## src/rtl/flop_write_arbiter_pkg.sv

```systemverilog
// Shared types and default sizing for the flop write arbiter.
// Holds the arbiter state enum and the pointer wrap helper.
package flop_arb_pkg;

  typedef enum logic {IDLE, OWNED} arb_state_t;

  localparam int unsigned NREQ_DEF     = 4;
  localparam int unsigned WIDTH_DEF    = 4;
  localparam int unsigned MAX_LOCK_DEF = 8;

  function automatic int unsigned wrap_inc(input int unsigned v, input int unsigned n);
    return (v + 1) % n;
  endfunction

endpackage

```

## src/rtl/flop_write_arbiter_if.sv

```systemverilog
// Requester-side bundle for the flop write arbiter: requests and write data in,
// grant and shared-register view out.
interface flop_write_arbiter_if
  import flop_arb_pkg::*;
#(
  parameter int unsigned NREQ  = NREQ_DEF,
  parameter int unsigned WIDTH = WIDTH_DEF
) ();
  localparam int unsigned IDW = $clog2(NREQ);

  logic [NREQ-1:0]       req;
  logic [NREQ-1:0]       lock;
  logic [NREQ*WIDTH-1:0] wdata;
  logic [NREQ-1:0]       gnt;
  logic [WIDTH-1:0]      q;
  logic [IDW-1:0]        owner;
  logic                  valid;
  logic [7:0]            wr_count;

  modport master (
    output req, lock, wdata,
    input  gnt, q, owner, valid, wr_count
  );

  modport slave (
    input  req, lock, wdata,
    output gnt, q, owner, valid, wr_count
  );
endinterface

```

## src/rtl/flop_write_arbiter_rr_pick.sv

```systemverilog
// Circular-priority picker: first set request at or after ptr, wrapping mod NREQ.
module rr_pick #(
  parameter int unsigned NREQ = 4
) (
  input  logic [NREQ-1:0]         i_req,
  input  logic [$clog2(NREQ)-1:0] i_ptr,
  output logic [$clog2(NREQ)-1:0] o_idx,
  output logic                    o_any
);
  localparam int unsigned IDW = $clog2(NREQ);

  always_comb begin
    int unsigned    w_cand;
    logic [IDW-1:0] w_c;
    o_idx  = '0;
    o_any  = 1'b0;
    w_cand = 0;
    w_c    = '0;
    for (int unsigned k = 0; k < NREQ; k++) begin
      w_cand = (32'(i_ptr) + k) % NREQ;
      w_c    = w_cand[IDW-1:0];
      if (!o_any && i_req[w_c]) begin
        o_any = 1'b1;
        o_idx = w_c;
      end
    end
  end

endmodule

```

## src/rtl/flop_write_arbiter.sv

```systemverilog
// Round-robin owner of one shared enable-flop register, with bounded multi-cycle lock.
// A released owner hands over at the same edge, so back-to-back writers see no bubble.
module flop_write_arbiter
  import flop_arb_pkg::*;
#(
  parameter int unsigned NREQ     = NREQ_DEF,
  parameter int unsigned WIDTH    = WIDTH_DEF,
  parameter int unsigned MAX_LOCK = MAX_LOCK_DEF
) (
  input logic                 clk,
  input logic                 reset,
  flop_write_arbiter_if.slave bus
);
  localparam int unsigned IDW = $clog2(NREQ);
  localparam int unsigned HW  = $clog2(MAX_LOCK + 1);

  arb_state_t       r_state, w_state_nxt;
  logic [IDW-1:0]   r_owner, w_owner_nxt;
  logic [IDW-1:0]   r_ptr, w_ptr_nxt;
  logic [HW-1:0]    r_hold, w_hold_nxt;
  logic [WIDTH-1:0] r_q;
  logic             r_valid;
  logic [7:0]       r_wr_count;

  logic             w_wr;
  logic             w_keep;
  logic [NREQ-1:0]  w_owner_oh;
  logic [NREQ-1:0]  w_pick_req;
  logic [IDW-1:0]   w_pick_ptr;
  logic [IDW-1:0]   w_ptr_rel;
  logic [IDW-1:0]   w_pick_idx;
  logic             w_pick_any;
  logic [WIDTH-1:0] w_wdata_sel;

  assign w_owner_oh  = NREQ'(1) << r_owner;
  assign w_wr        = (r_state == OWNED) && bus.req[r_owner];
  assign w_keep      = w_wr && bus.lock[r_owner] && ((32'(r_hold) + 32'd1) < MAX_LOCK);
  assign w_ptr_rel   = IDW'(wrap_inc(32'(r_owner), NREQ));
  assign w_wdata_sel = bus.wdata[r_owner*WIDTH +: WIDTH];

  // While owned, the picker already looks past the current owner so a release can re-grant.
  assign w_pick_req = (r_state == OWNED) ? (bus.req & ~w_owner_oh) : bus.req;
  assign w_pick_ptr = (r_state == OWNED) ? w_ptr_rel : r_ptr;

  rr_pick #(
    .NREQ (NREQ)
  ) u_pick (
    .i_req (w_pick_req),
    .i_ptr (w_pick_ptr),
    .o_idx (w_pick_idx),
    .o_any (w_pick_any)
  );

  always_ff @(posedge clk) begin
    if (reset) begin
      r_state <= IDLE;
      r_owner <= '0;
      r_ptr   <= '0;
      r_hold  <= '0;
    end else begin
      r_state <= w_state_nxt;
      r_owner <= w_owner_nxt;
      r_ptr   <= w_ptr_nxt;
      r_hold  <= w_hold_nxt;
    end
  end

  always_comb begin
    w_state_nxt = r_state;
    w_owner_nxt = r_owner;
    w_ptr_nxt   = r_ptr;
    w_hold_nxt  = r_hold;
    unique case (r_state)
      IDLE: begin
        if (w_pick_any) begin
          w_state_nxt = OWNED;
          w_owner_nxt = w_pick_idx;
          w_hold_nxt  = '0;
        end
      end
      OWNED: begin
        if (w_keep) begin
          w_hold_nxt = r_hold + HW'(1);
        end else begin
          w_ptr_nxt  = w_ptr_rel;
          w_hold_nxt = '0;
          if (w_pick_any) begin
            w_owner_nxt = w_pick_idx;
          end else begin
            w_state_nxt = IDLE;
          end
        end
      end
      default: w_state_nxt = IDLE;
    endcase
  end

  always_comb begin
    bus.gnt      = (r_state == OWNED) ? w_owner_oh : '0;
    bus.q        = r_q;
    bus.owner    = r_owner;
    bus.valid    = r_valid;
    bus.wr_count = r_wr_count;
  end

  // The shared register: loads only on a write cycle of the current owner.
  always_ff @(posedge clk) begin
    if (reset) begin
      r_q        <= '0;
      r_valid    <= 1'b0;
      r_wr_count <= '0;
    end else if (w_wr) begin
      r_q        <= w_wdata_sel;
      r_valid    <= 1'b1;
      r_wr_count <= r_wr_count + 8'd1;
    end
  end

endmodule

```

## src/flat_wrapper.sv

```systemverilog
// flat-port wrapper written by rule: the top's interface ports become plain ports
module flop_write_arbiter_flat import flop_arb_pkg::*;
#(
  parameter int unsigned NREQ     = NREQ_DEF,
  parameter int unsigned WIDTH    = WIDTH_DEF,
  parameter int unsigned MAX_LOCK = MAX_LOCK_DEF
)
  (clk, reset, bus_req, bus_lock, bus_wdata, bus_gnt, bus_q, bus_owner, bus_valid, bus_wr_count);
  flop_write_arbiter_if #(.NREQ(NREQ), .WIDTH(WIDTH)) bus_i ();
  input logic clk;
  input logic reset;
  input wire logic [$bits(bus_i.req)-1:0] bus_req;
  input wire logic [$bits(bus_i.lock)-1:0] bus_lock;
  input wire logic [$bits(bus_i.wdata)-1:0] bus_wdata;
  output wire logic [$bits(bus_i.gnt)-1:0] bus_gnt;
  output wire logic [$bits(bus_i.q)-1:0] bus_q;
  output wire logic [$bits(bus_i.owner)-1:0] bus_owner;
  output wire logic [$bits(bus_i.valid)-1:0] bus_valid;
  output wire logic [$bits(bus_i.wr_count)-1:0] bus_wr_count;
  assign bus_i.req = bus_req;
  assign bus_i.lock = bus_lock;
  assign bus_i.wdata = bus_wdata;
  assign bus_gnt = bus_i.gnt;
  assign bus_q = bus_i.q;
  assign bus_owner = bus_i.owner;
  assign bus_valid = bus_i.valid;
  assign bus_wr_count = bus_i.wr_count;
  flop_write_arbiter #(.NREQ(NREQ), .WIDTH(WIDTH), .MAX_LOCK(MAX_LOCK)) u_core (.clk(clk), .reset(reset), .bus(bus_i));
endmodule
```

## config.mk

```make
export PLATFORM = sky130hd
export DESIGN_NAME = flop_write_arbiter_flat
export DESIGN_NICKNAME = d
export VERILOG_FILES = /design/src/rtl/flop_write_arbiter_pkg.sv /design/src/rtl/flop_write_arbiter_if.sv /design/src/rtl/flop_write_arbiter_rr_pick.sv /design/src/rtl/flop_write_arbiter.sv /design/src/flat_wrapper.sv
export SDC_FILE = /design/constraint.sdc
export NUM_CORES = 1
export LEC_CHECK = 0
export BUFFER_PORTS_ARGS = -buffer_cell sky130_fd_sc_hd__buf_2
export CORE_ASPECT_RATIO = 0.7
export CORE_MARGIN = 1.5
export CORE_UTILIZATION = 45
export CTS_CLUSTER_DIAMETER = 60
export DETAILED_ROUTE_END_ITERATION = 10
export PLACE_DENSITY = 0.76
export SLEW_MARGIN = 20
export SYNTH_ARGS = -nofsm -noshare
export SYNTH_HDL_FRONTEND = slang
export SYNTH_SLANG_ARGS = --single-unit
```

## constraint.sdc

```tcl
create_clock -name clk -period 2.3 [get_ports clk]
set_input_delay 0.345 -clock clk [delete_from_list [all_inputs] [get_ports clk]]
set_output_delay 0.345 -clock clk [all_outputs]
set_load 0.03 [all_outputs]
```

==> run_results.csv <==
group,metric,value,unit
run_status,status,"complete, no violations",
job,maxCapViolations,0,
synthesis,yosys.area.top_type,"dfxtp_1",
synthesis,synth_xor_area_frac,0.0465,
timing,finalCritPeriodShare,0.924,
setup_path,crit_slowest_cell,"dfxtp_4",
synthesis,synth-simple-area-share,0.213,
placed_design,io_buffers,44,
timing,rsz0062_at_grt,"no",
synthesis,synth-adder-area-share,0.0569,
timing,fin_tns_setup,0,ns
drt,postRouteAntennaNets,0,
synthesis,syn_avg_cell_area,9.49,um^2
timing,finalHoldViolCount,0,
cells_and_area,antennaDiodeCount,0,
synthesis,synth_compound_area_frac,0.114,
placed_design,gp_congestion,0.809,
synthesis,ys_warn_count,0,
global_route,first_global_vias,1000,
cts,cts_max_path_buffers,2,
drt,remaining_drc_errors,0,
floorplanning,fp.dieH,48.3,um
synthesis,ys_ff_latch,22,
synthesis,synth_area_leaders,"dfxtp_1, mux2i_1, mux4_2",
hold_path,hold_class,"register to register",
synthesis,synth_cells,139,
power_and_ir_drop,power_density,786,mW/mm^2
synthesis,ys_seq_area_frac,0.334,
cts,clock_latency,0.26,ns
placed_design,dpl.hpwl,2200,um
cts,cts_hold_buf,0,
floorplanning,fp.dieW,67.7,um
global_route,grt_first_pass_wirelength,4330,um
cts,htreeDepth,1,
floorplanning,core,0.00278,mm^2
cts,cts_tree,"yes",
synthesis,synth_edf_count,0,
timing,clock-skew-final,0.00104,ns
setup_path,path_cells,"inv_1, ha_1, mux2i_2, o311ai_0, a32o_1, or4_1, o31ai_1",
synthesis,synth_area,0.00132,mm^2
cts,cts.sinks,22,
setup_path,path_class,"register to register",
cts,cts_resized,0,
cells_and_area,fin_nets,215,
power_and_ir_drop,cellLeakagePower,0.752,nW
cts,clk_pin_slew,0.07,ns
timing,setup_viol,0,
cells_and_area,drive_gt1_frac,0.343,
setup_path,reg2regPathDepth,7,
floorplanning,rows,16,
cells_and_area,final_common_cell,"buf_2",
timing,drv_slew,0,
synthesis,synth-main-ff-cell,"dfxtp_1",
synthesis,synth.mux.area_fraction,0.185,
setup_path,end_kind,"register",
drt,dr.pass1.iters,4,
drt,drt-total-wl,2780,um
synthesis,synth.top_cell.area_share,0.334,
drt,routed_via_density,5.43,
setup_path,path_delay_family,"compound AO/OA/AOI/OAI gates",
synthesis,yosysUniqueCellTypes,38,
cells_and_area,layout_common_cells,"buf_2, nor2_1, dfxtp_1",
setup_path,crit_arrival,2.29,ns
power_and_ir_drop,worst_ir_drop_vdd,0.398,mV
setup_path,worst-path-stages,7,
setup_path,cp_data_required_time,2.47,ns
cts,numCtsBuffers,3,
setup_path,cp-start-kind,"register",
setup_path,crit_path_max_fanout,9,
timing,tightest_slew,0.473,ns
synthesis,synth_top_family_by_area,"simple AND/OR/NAND/NOR gates",
timing,slew-limit-headroom,0.684,
floorplanning,die_area,0.00327,mm^2
global_route,grt_usage,0.183,
synthesis,async_reset_ff_frac,0,
power_and_ir_drop,p_total,1.27,mW
cts,clock_tree.root_cell,"clkbuf_8",
drt,drt_iter0_drc,71,
timing,clock.fmax,0.471,GHz
hold_path,hold_path.startpoint,"u_core.r_ptr[1]$_SDFFE_PP0P_",
drt,detail_route.wl_per_cell,12.8,um
global_route,antenna_found_initial,0,
hold_path,whs_path_depth,2,
setup_path,timing.rr.start,"u_core.bus.owner[0]$_SDFFE_PP0P_",
cells_and_area,area_delta_synth_final,22.9,%
setup_path,crit_buf_inv,1,
setup_path,startpoint,"u_core.bus.owner[0]$_SDFFE_PP0P_",
global_route,grt_overflow_total,0,
floorplanning,start_util,0.474,
global_route,grt_max_degree,27,
cts,cts_setup_buffers,0,
timing,period_needed,2.12,ns
setup_path,max_stage_delay,0.41,ns
drt,via_count,1179,
floorplanning,ios,45,
synthesis,mappedNetlistNets,171,
[kinds of logic after synthesis]
logic type | count (synthesis)
flip-flops | 22
AND/OR/NAND/NOR | 54
buffers and inverters | 15
AO/OA/AOI/OAI | 19
XOR/XNOR | 7
adder cells (fa/ha/maj) | 6
multiplexers | 16
[flip-flops by register name, summed over array words and instances (netlist names)]
register and count:
u_core.bus.owner 2, u_core.bus.q 4, u_core.bus.valid 1, u_core.bus.wr_count 8, u_core.r_hold 4, u_core.r_ptr 2, u_core.r_state 1
[synth_stat cells (all sizes together), types with 3 or more instances]
| cell type | instances |
|---|---|
| nor2 | 21 |
| nand3 | 4 |
| dfxtp | 22 |
| inv | 6 |
| and3 | 4 |
| nand2b | 4 |
| and2 | 4 |
| mux2i | 9 |
| a32o | 3 |
| mux4 | 6 |
| clkbuf | 7 |
| nor2b | 3 |
| nand2 | 5 |
| xor2 | 5 |
| ha | 6 |
[metal layers]
layer | wire length (um) | vias to the layer above | global-route usage
met5 | 0 | - | 0
met4 | 22 | 0 | 0.0490
met3 | 169 | 5 | 0.0577
met2 | 1350 | 40 | 0.314
met1 | 1240 | 550 | 0.229
li1 | - | 584 | -
[through the flow]
stage                     instance area [um^2]  utilization  std cells  setup slack [ns]  hold WS, ns
final                                     1620        0.582        217             0.175        0.495
after global routing                      1620        0.582        217            0.0568        0.511
after CTS                                 1610        0.580        217            0.0632        0.491
after detailed placement                  1570        0.565        214            0.0862        0.481
after global placement                    1570        0.565        214             0.196        0.451
after floorplan                           1320            -        139            0.0583        0.448
[tightest hold or removal path, delay by kind of cell (launching register included)]
family | cells | cell delay, ns
flops | 1 | 0.32
mux | 1 | 0.06
simple gates | 1 | 0.07
[final cells by class]
| class | count | area (um^2) |
|---|---|---|
| clock buffers | 3 | 41.3 |
| fillers | 240 | 1160 |
| inverters | 6 | 22.5 |
| multi-input cells | 102 | 816 |
| flip-flops and latches | 22 | 445 |
| well taps | 36 | 45.0 |
| repair buffers | 48 | 250 |
[final timing paths]
kind / endpoint / slack (ns)
setup reg to reg: u_core.bus.owner[1]$_SDFFE_PP0P_ / 0.18
hold / removal: u_core.r_ptr[1]$_SDFFE_PP0P_ / 0.50
hold reg to reg: u_core.r_ptr[1]$_SDFFE_PP0P_ / 0.50
setup / recovery: u_core.bus.owner[1]$_SDFFE_PP0P_ / 0.18
[power by group]
group          leakage [nW]  switching [mW]  total [mW]  internal [mW]
combinational         0.550           0.305       0.558          0.253
sequential            0.180          0.0524       0.485          0.432
clock                0.0216           0.115       0.231          0.117
total                 0.752           0.472        1.27          0.803
Power figures use the tool's default switching activity.
